--- src/rtl/fetch_ctrl_pkg.sv ---
// Shared encodings for the fetch redirect controller: FSM states and
// redirect-source priority (a higher source value wins arbitration).
package fetch_ctrl_pkg;

  typedef enum logic [1:0] {
    ST_BOOT = 2'd0,
    ST_RUN  = 2'd1,
    ST_PEND = 2'd2,
    ST_HALT = 2'd3
  } state_t;

  typedef enum logic [1:0] {
    SRC_NONE = 2'd0,
    SRC_EX   = 2'd1,
    SRC_TRAP = 2'd2
  } src_t;

  function automatic src_t sel_src(input logic trap, input logic ex);
    if (trap) return SRC_TRAP;
    if (ex)   return SRC_EX;
    return SRC_NONE;
  endfunction

endpackage

--- src/rtl/fetch_redirect_arb.sv ---
// Combinational trap-over-branch redirect select: valid bit plus chosen target.
module fetch_redirect_arb
  import fetch_ctrl_pkg::*;
#(
  parameter int PCLEN = 32
) (
  input  logic             trap_req,
  input  logic [PCLEN-1:0] trap_vec,
  input  logic             EX_taken,
  input  logic [PCLEN-1:0] EX_alt_pc,
  output logic             vld,
  output logic [PCLEN-1:0] target
);

  src_t src;

  always_comb begin
    src = sel_src(trap_req, EX_taken);
    vld = (src != SRC_NONE);
    case (src)
      SRC_TRAP: target = trap_vec;
      SRC_EX:   target = EX_alt_pc;
      default:  target = '0;
    endcase
  end

endmodule

--- src/rtl/fetch_redirect_ctrl.sv ---
// Fetch redirect controller: boot hold, branch/trap redirect with a pending
// slot for when imem is busy, and debug halt/resume.
module fetch_redirect_ctrl
  import fetch_ctrl_pkg::*;
#(
  parameter int PCLEN       = 32,
  parameter int BOOT_CYCLES = 4
) (
  input  logic             clk,
  input  logic             rst,
  input  logic             EX_taken,
  input  logic [PCLEN-1:0] EX_alt_pc,
  input  logic             trap_req,
  input  logic [PCLEN-1:0] trap_vec,
  input  logic             halt_req,
  input  logic             resume_req,
  input  logic [PCLEN-1:0] resume_pc,
  input  logic             stall_D,
  input  logic             imem_ready,
  output logic             pc_taken,
  output logic [PCLEN-1:0] pc_alt_pc,
  output logic             pc_stall,
  output logic             flush_FD,
  output logic             halted,
  output logic [1:0]       state,
  output logic [15:0]      redirect_cnt
);

  localparam logic [7:0] BOOT_LAST = 8'(BOOT_CYCLES - 1);

  state_t           st_q, st_d;
  logic [7:0]       boot_cnt;
  logic [PCLEN-1:0] pend_pc;
  logic [15:0]      cnt_q;
  logic             rd_vld;
  logic [PCLEN-1:0] rd_pc;

  fetch_redirect_arb #(.PCLEN(PCLEN)) u_arb (
    .trap_req  (trap_req),
    .trap_vec  (trap_vec),
    .EX_taken  (EX_taken),
    .EX_alt_pc (EX_alt_pc),
    .vld       (rd_vld),
    .target    (rd_pc)
  );

  always_ff @(posedge clk or posedge rst) begin
    if (rst) st_q <= ST_BOOT;
    else     st_q <= st_d;
  end

  always_comb begin
    st_d = st_q;
    case (st_q)
      ST_BOOT: if (boot_cnt == BOOT_LAST) st_d = ST_RUN;
      ST_RUN: begin
        if (rd_vld && !imem_ready)  st_d = ST_PEND;
        else if (!rd_vld && halt_req) st_d = ST_HALT;
      end
      ST_PEND: if (imem_ready) st_d = ST_RUN;
      ST_HALT: if (resume_req && imem_ready) st_d = ST_RUN;
      default: st_d = ST_BOOT;
    endcase
  end

  // A redirect always flushes F/D in the cycle it is handed to the PC.
  always_comb begin
    pc_taken  = 1'b0;
    pc_alt_pc = '0;
    pc_stall  = 1'b1;
    flush_FD  = 1'b0;
    halted    = 1'b0;
    case (st_q)
      ST_RUN: begin
        if (rd_vld) begin
          if (imem_ready) begin
            pc_taken  = 1'b1;
            pc_alt_pc = rd_pc;
            flush_FD  = 1'b1;
            pc_stall  = 1'b0;
          end
        end else begin
          pc_stall = stall_D || !imem_ready;
        end
      end
      ST_PEND: begin
        if (imem_ready) begin
          pc_taken  = 1'b1;
          pc_alt_pc = trap_req ? trap_vec : pend_pc;
          flush_FD  = 1'b1;
          pc_stall  = 1'b0;
        end
      end
      ST_HALT: begin
        halted = 1'b1;
        if (resume_req && imem_ready) begin
          pc_taken  = 1'b1;
          pc_alt_pc = resume_pc;
          flush_FD  = 1'b1;
        end
      end
      default: ;
    endcase
  end

  // A trap arriving while a branch target waits replaces it.
  always_ff @(posedge clk or posedge rst) begin
    if (rst) begin
      boot_cnt <= '0;
      pend_pc  <= '0;
      cnt_q    <= '0;
    end else begin
      if (st_q == ST_BOOT) boot_cnt <= boot_cnt + 8'd1;
      if (st_q == ST_RUN && rd_vld && !imem_ready) pend_pc <= rd_pc;
      else if (st_q == ST_PEND && trap_req)        pend_pc <= trap_vec;
      if (pc_taken) cnt_q <= cnt_q + 16'd1;
    end
  end

  assign state        = st_q;
  assign redirect_cnt = cnt_q;

endmodule
--- config.mk ---
export PLATFORM = sky130hd
export DESIGN_NAME = fetch_redirect_ctrl
export DESIGN_NICKNAME = d
export VERILOG_FILES = /design/src/rtl/fetch_ctrl_pkg.sv /design/src/rtl/fetch_redirect_arb.sv /design/src/rtl/fetch_redirect_ctrl.sv
export SDC_FILE = /design/constraint.sdc
export NUM_CORES = 1
export LEC_CHECK = 0
export ABC_AREA = 1
export BUFFER_PORTS_ARGS = -buffer_cell sky130_fd_sc_hd__buf_2
export CAP_MARGIN = 30
export CORE_MARGIN = 8
export CORE_UTILIZATION = 35
export DETAILED_ROUTE_END_ITERATION = 10
export GPL_ROUTABILITY_DRIVEN = 0
export PLACE_DENSITY = 0.64
export SLEW_MARGIN = 0
export SYNTH_ARGS = -nofsm -noshare
export SYNTH_HDL_FRONTEND = slang
export SYNTH_HIERARCHICAL = 1
export SYNTH_SLANG_ARGS = --single-unit
--- constraint.sdc ---
create_clock -name clk -period 4.6 [get_ports clk]
set_clock_uncertainty 0.1 [all_clocks]
set_input_delay 1.38 -clock clk [delete_from_list [all_inputs] [get_ports clk]]
set_output_delay 1.38 -clock clk [all_outputs]
set_load 0.05 [all_outputs]
==> run_results.csv, run 1 <==
group,metric,value,unit
run_status,status,"finished clean",
clock_network,htree_levels,3,
route,drtIter0Drc,357,
synth,synth_fp_nets,818,
pwr,power_leakage,3.09,nW
worst_setup_path,endpoint,"pc_alt_pc[24]",
worst_setup_path,cp_max_fo,17,
grt,grt_usage,17.4,%
clock_network,cts.sinks,58,
route,ant_nets,0,
pwr,powerDensity,532,nW/um2
sta,post-route-period-util,94.7,%
clock_network,clock-root-buffer,"clkbuf_16",
pwr,pwr-share-comb,50.0,%
grt,overflow,0,
die,die_w,133,um
worst_setup_path,critPathCaptureType,"output pin",
worst_setup_path,r2r_end,"redirect_cnt[14]",
die,dieArea,17600,um2
sta,rsz0062_at_grt,"false",
grt,antenna_found_initial,1,
sta,period_needed,4.36,ns
pwr,peakVddDrop,0.000193,V
finish,multi_input_area,2710,um2
die,core,13200,um2
worst_setup_path,required,3.12,ns
worst_setup_path,r2r_slack,2.08,ns
clock_network,cts_setup_buffers,0,
synth,yosysTopAreaCell,"dfrtp_1",
synth,ys_types,31,
route,vias,5134,
sta,whs,0.396,ns
sta,setup_viol,0,
clock_network,cts_made_buffers,9,
synth,async_reset_ff_share,100,%
synth,synthFlopType,"dfrtp_1",
job,maxCapViolCount,0,
clock_network,cts.clk_slew.worst_paths,0.05,ns
finish,layout-drive-gt1-share,26.9,%
sta,max_freq,229,MHz
synth,ys_seq_area_share,30.5,%
sta,final.setup.tns,0,ns
synth,synth_common_cells,"nand2_1 (254), inv_1 (69), nand3_1 (64)",
grt,grt_first_pass_wirelength,25500,um
clock_network,cts_resized,0,
grt,grt_max_degree,60,
finish,ff_latch_area,1450,um2
pwr,pwr-share-seq,25.3,%
sta,max_slew_margin,47.2,%
synth,syn_inst,706,
synth,synth_area,4750,um2
synth,synth.area.top_cells,"dfrtp_1 (31%), nand2_1 (20%), nand3_1 (6.7%)",
sta,hold_violations,0,
clock_network,clock_latency,0.32,ns
finish,area_growth,25.4,%
die,die_y,133,um
pwr,power.share.clock,24.7,%
grt,grt_pass1_vias,4994,
synth,synth_area_per_cell,6.73,um2
worst_setup_path,cp.arrival,2.88,ns
worst_setup_path,criticalPathCategory,"input port to output pin",
pwr,p_sw,1.48,mW
place,portBuffers,157,
synth,synth.top_cell.area_share,30.5,%
worst_setup_path,start_kind,"input port",
synth,ys_warn_count,6,
synth,ys_seq_elements,58,
finish,num-fill-cells,1438,
route,viasPerCell,5.01,
place,dp_hpwl,11200,um
sta,drv_slew,0,
worst_setup_path,crit_path_start,"imem_ready",
die,start_util,35.9,%
clock_network,tritoncts,"built",
finish,nets,955,
route,drt-total-wl,15400,um
synth,synthMostInstantiatedCell,"nand2_1",
pwr,total_power,3.17,mW
pwr,switching_share,46.7,%
sta,tightest_slew,0.792,ns
pwr,p_int,1.69,mW
synth,synth_edf_count,0,
clock_network,hold_buffers,0,
worst_hold_path,hold_class,"flip-flop to flip-flop",
worst_hold_path,hp-start,"redirect_cnt[15]",
clock_network,cts_buffer_depth,2,
route,drt_first_pass_iters,5,
die,num_rows,42,
worst_setup_path,rr_worst_depth,8,
worst_setup_path,r2r-start,"state[0]",
die,io-pin-count,158,
route,wire_per_inst,15.1,um
route,drcViolationCount,0,
==> per-layer routing <==
layer / GRT usage [%] / vias to the layer above / wire length (um)
li1: - / 2591 / -
met1: 22.3 / 2391 / 7150
met2: 29.3 / 142 / 7360
met3: 3.67 / 10 / 721
met4: 4.16 / 0 / 197
met5: 0 / - / 0
==> critical path, cell delays in order <==
cell      delay (ns)
buf_2           0.14
nand2_1         0.19
clkinv_1        0.52
o211ai_1        0.28
a31oi_1         0.10
buf_2           0.25
==> placed cells by master (no fill, tap or decap) <==
cell	n
buf_16	1
nand2_2	1
nand3b_1	3
a21oi_1	18
mux2_2	1
inv_6	1
o22ai_1	8
o21ai_2	2
nand3_1	64
nand2_1	254
ha_1	8
clkbuf_16	9
inv_8	1
nand3_2	32
clkinv_4	3
xnor2_1	3
xor2_1	9
o211ai_1	38
o21ai_0	22
buf_2	157
a31oi_1	17
inv_2	2
clkinv_1	2
or2_2	2
buf_4	10
diode_2	1
inv_1	67
o21ai_1	2
dfrtp_1	58
bufinv_16	3
nand4_1	4
buf_12	3
nor2_1	43
==> power groups by stage <==
stage	Sequential (mW)	Clock (mW)	Combinational (mW)
after detailed placement	0.810	0	1.59
after global routing	0.826	0.822	1.75
final	0.801	0.784	1.58
after CTS	0.802	0.803	1.59
after floorplan	0.881	0	1.12
after global placement	0.806	0	1.57
==> layout make-up <==
class | count | area share (%)
diodes | 1 | 0.0420
clock buffers | 9 | 3.78
clock inverters | 7 | 2.10
inverters | 72 | 4.66
multi-input cells | 531 | 45.4
flip-flops and latches | 58 | 24.4
well taps | 176 | 3.70
repair buffers | 171 | 15.9
==> kinds of logic (layout without fill, tap and decap cells) <==
kind of cell	Yosys count	after routing	share of synthesized area [%]
mux	1	1	0.237
fa+ha+maj	8	8	2.11
compound gates	107	107	14.1
flops	58	58	30.5
simple gates	403	403	38.3
xor+xnor	12	12	2.21
other cells	0	1	0
buf+inv	117	259	12.5
==> how the worst min path moves through the flow <==
stage               cells after the start  slack (ns)                to
floorplan                               2        0.38       pend_pc[21]
global placement                        2        0.38  redirect_cnt[15]
detailed placement                      2        0.39  redirect_cnt[15]
CTS                                     2        0.40  redirect_cnt[15]
global route                            2        0.43       pend_pc[28]
finish                                  2        0.40  redirect_cnt[15]
==> stage by stage <==
step / cell area [um2] / util, % / worst slack (ns) / instances
finish: 5960 / 45.0 / 0.242 / 1025
global route: 5960 / 45.0 / 0.118 / 1025
CTS: 5960 / 45.0 / 0.217 / 1024
detailed placement: 5610 / 42.3 / 0.214 / 1008
global placement: 5580 / 42.1 / 0.267 / 1007
floorplan: 4750 / - / 0.167 / 706
==> sequential cells by signal, summed over array words and instances, names as in the netlist <==
register,cells
redirect_cnt,16
state,2
pend_pc,32
boot_cnt,8
(Power assumes the default switching activity.)
==> inputs of run 2 (changes only) <==
Settings changed: REMOVE_ABC_BUFFERS from default to 1.
==> run 2 against run 1 <==
Effect of this change:
- non-clock buffer count shrank 1
- wire length grew 0.62%
- sequential power is essentially flat
- register-to-register slack lost 0.24 ns
- utilization shrank 0.19 points
- clock-buffer cell count grew 2
- sequential share of layout area grew 0.10 points
- largest cell class unchanged
- critical path depth is the same
- power shrank 0.94%
- worst setup slack gained 0.065 ns
==> run_results.csv, run 2 (synthesized netlist as in run 1, its figures left out) <==
group,metric,value,unit
worst_hold_path,hold_class,"flip-flop to flip-flop",
clock_network,clock_latency,0.32,ns
die,dieArea,17600,um2
clock_network,htree_levels,3,
finish,max_flop_register,"pend_pc",
grt,grt_pass1_vias,5128,
route,drtIter0Drc,426,
pwr,power_leakage,3.08,nW
worst_setup_path,r2r-start,"state[0]",
place,post-place-cells,1007,
route,drt-total-wl,15500,um
finish,stdcell_count,1025,
grt,antenna_found_initial,2,
worst_setup_path,critPathCaptureType,"output pin",
route,top_layer,"met4",
worst_setup_path,required,3.12,ns
sta,max_freq,233,MHz
finish,design_area,5930,um2
grt,grt_max_degree,45,
route,wl_met2,7510,um
clock_network,cts.clk_slew.worst_paths,0.05,ns
route,drcViolationCount,0,
worst_setup_path,r2r_end,"redirect_cnt[14]",
route,ant_nets,0,
die,die_y,133,um
clock_network,cts.sinks,58,
worst_setup_path,crit_chain,"inv_1 -> ha_1 -> inv_1 -> nand2_1 -> inv_2 -> buf_2",
sta,whs,0.392,ns
sta,period_needed,4.29,ns
clock_network,cts_resized,0,
clock_network,tritoncts,"built",
clock_network,clock-root-buffer,"clkbuf_16",
finish,nets,954,
run_status,status,"finished clean",
sta,drv_slew,0,
route,vias,5170,
finish,num-fill-cells,1413,
worst_setup_path,r2r_slack,1.84,ns
finish,area_growth,24.9,%
worst_setup_path,cp.arrival,2.81,ns
worst_setup_path,cpPeakStageDelay,0.66,ns
sta,tightest_slew,0.750,ns
worst_setup_path,criticalPathCategory,"flip-flop to output pin",
die,core,13200,um2
place,place_area,5590,um2
worst_setup_path,rr_worst_depth,8,
pwr,powerDensity,529,nW/um2
place,dp_hpwl,11300,um
sta,max_slew_margin,50.0,%
finish,largest_reg_flops,32,
route,drt_first_pass_iters,5,
route,wirelength_met1,7090,um
grt,grt_usage,17.6,%
die,die_w,133,um
finish,layout-drive-gt1-share,26.6,%
die,io-pin-count,158,
route,met3_length,677,um
finish,layout_common_cells,"nand2_1 (254), buf_2 (157), inv_1 (68)",
worst_setup_path,cpMaxStageDelayCell,"ha_1",
route,viasPerCell,5.04,
clock_network,cts_buffer_depth,2,
pwr,peakVddDrop,0.000253,V
clock_network,hold_buffers,0,
worst_hold_path,hp-start,"redirect_cnt[15]",
finish,fin_util,44.8,%
route,wire_per_inst,15.1,um
pwr,total_power,3.14,mW
worst_setup_path,start_kind,"flip-flop",
sta,setup_viol,0,
die,num_rows,42,
worst_hold_path,min_to,"redirect_cnt[15]",
finish,final_common_cell,"nand2_1",
sta,post-route-period-util,93.3,%
die,start_util,35.9,%
sta,hold_violations,0,
worst_setup_path,cp_common_cell,"inv_1",
grt,overflow,0,
worst_hold_path,holdPathStages,2,
clock_network,cts_made_buffers,9,
clock_network,cts_setup_buffers,0,
job,maxCapViolCount,0,
place,portBuffers,157,
grt,grt_first_pass_wirelength,26000,um
sta,rsz0062_at_grt,"false",
worst_setup_path,cp_max_fo,18,
-- run 2: final cells by class --
type	count	area [um2]	share of cell area, %
Multi-Input combinational cell	531	2710	45.6
Antenna cell	2	5.00	0.0844
Clock inverter	5	103	1.73
Clock buffer	11	233	3.92
Inverter	72	278	4.68
Timing Repair Buffer	170	936	15.8
Tap cell	176	220	3.71
Sequential cell	58	1450	24.5
-- run 2: report_power, final --
part | leakage [nW] | internal (mW) | total, mW | switching [mW]
combinational | 2.18 | 0.455 | 1.58 | 1.13
sequential | 0.739 | 0.697 | 0.801 | 0.104
clock | 0.160 | 0.528 | 0.754 | 0.226
-- run 2: per-stage QoR --
step | worst slack [ns] | TNS (ns)
after floorplan | -0.0126 | -0.215
after global placement | 0.328 | 0
after detailed placement | 0.327 | 0
after CTS | 0.235 | 0
after global routing | 0.107 | 0
final | 0.307 | 0
-- run 2: routing by layer --
metal  vias to the layer above  track usage (%)
met5                         -                0
met4                         0             5.80
met3                        18             2.91
met2                       145             29.5
met1                      2428             22.6
li1                       2579                -
-- run 2: worst max path at each step --
stage	startpoint	endpoint	slack, ns	cells after the start
6_report	state[0]	flush_FD	0.31	6
5_1_grt	state[0]	pc_taken	0.11	6
4_1_cts	state[0]	flush_FD	0.24	6
3_5_place_dp	trap_req	pc_alt_pc[14]	0.33	10
3_3_place_gp	trap_req	pc_alt_pc[27]	0.33	9
2_1_floorplan	trap_req	pc_alt_pc[0]	-0.01	3
-- run 2: critical path: cells and delay by family, from the launching register on --
| family | cells | cell delay (ns) |
|---|---|---|
| and+or+nand+nor | 1 | 0.27 |
| DFF | 1 | 0.44 |
| buffers and inverters | 4 | 1.12 |
| adders and majority gates | 1 | 0.66 |
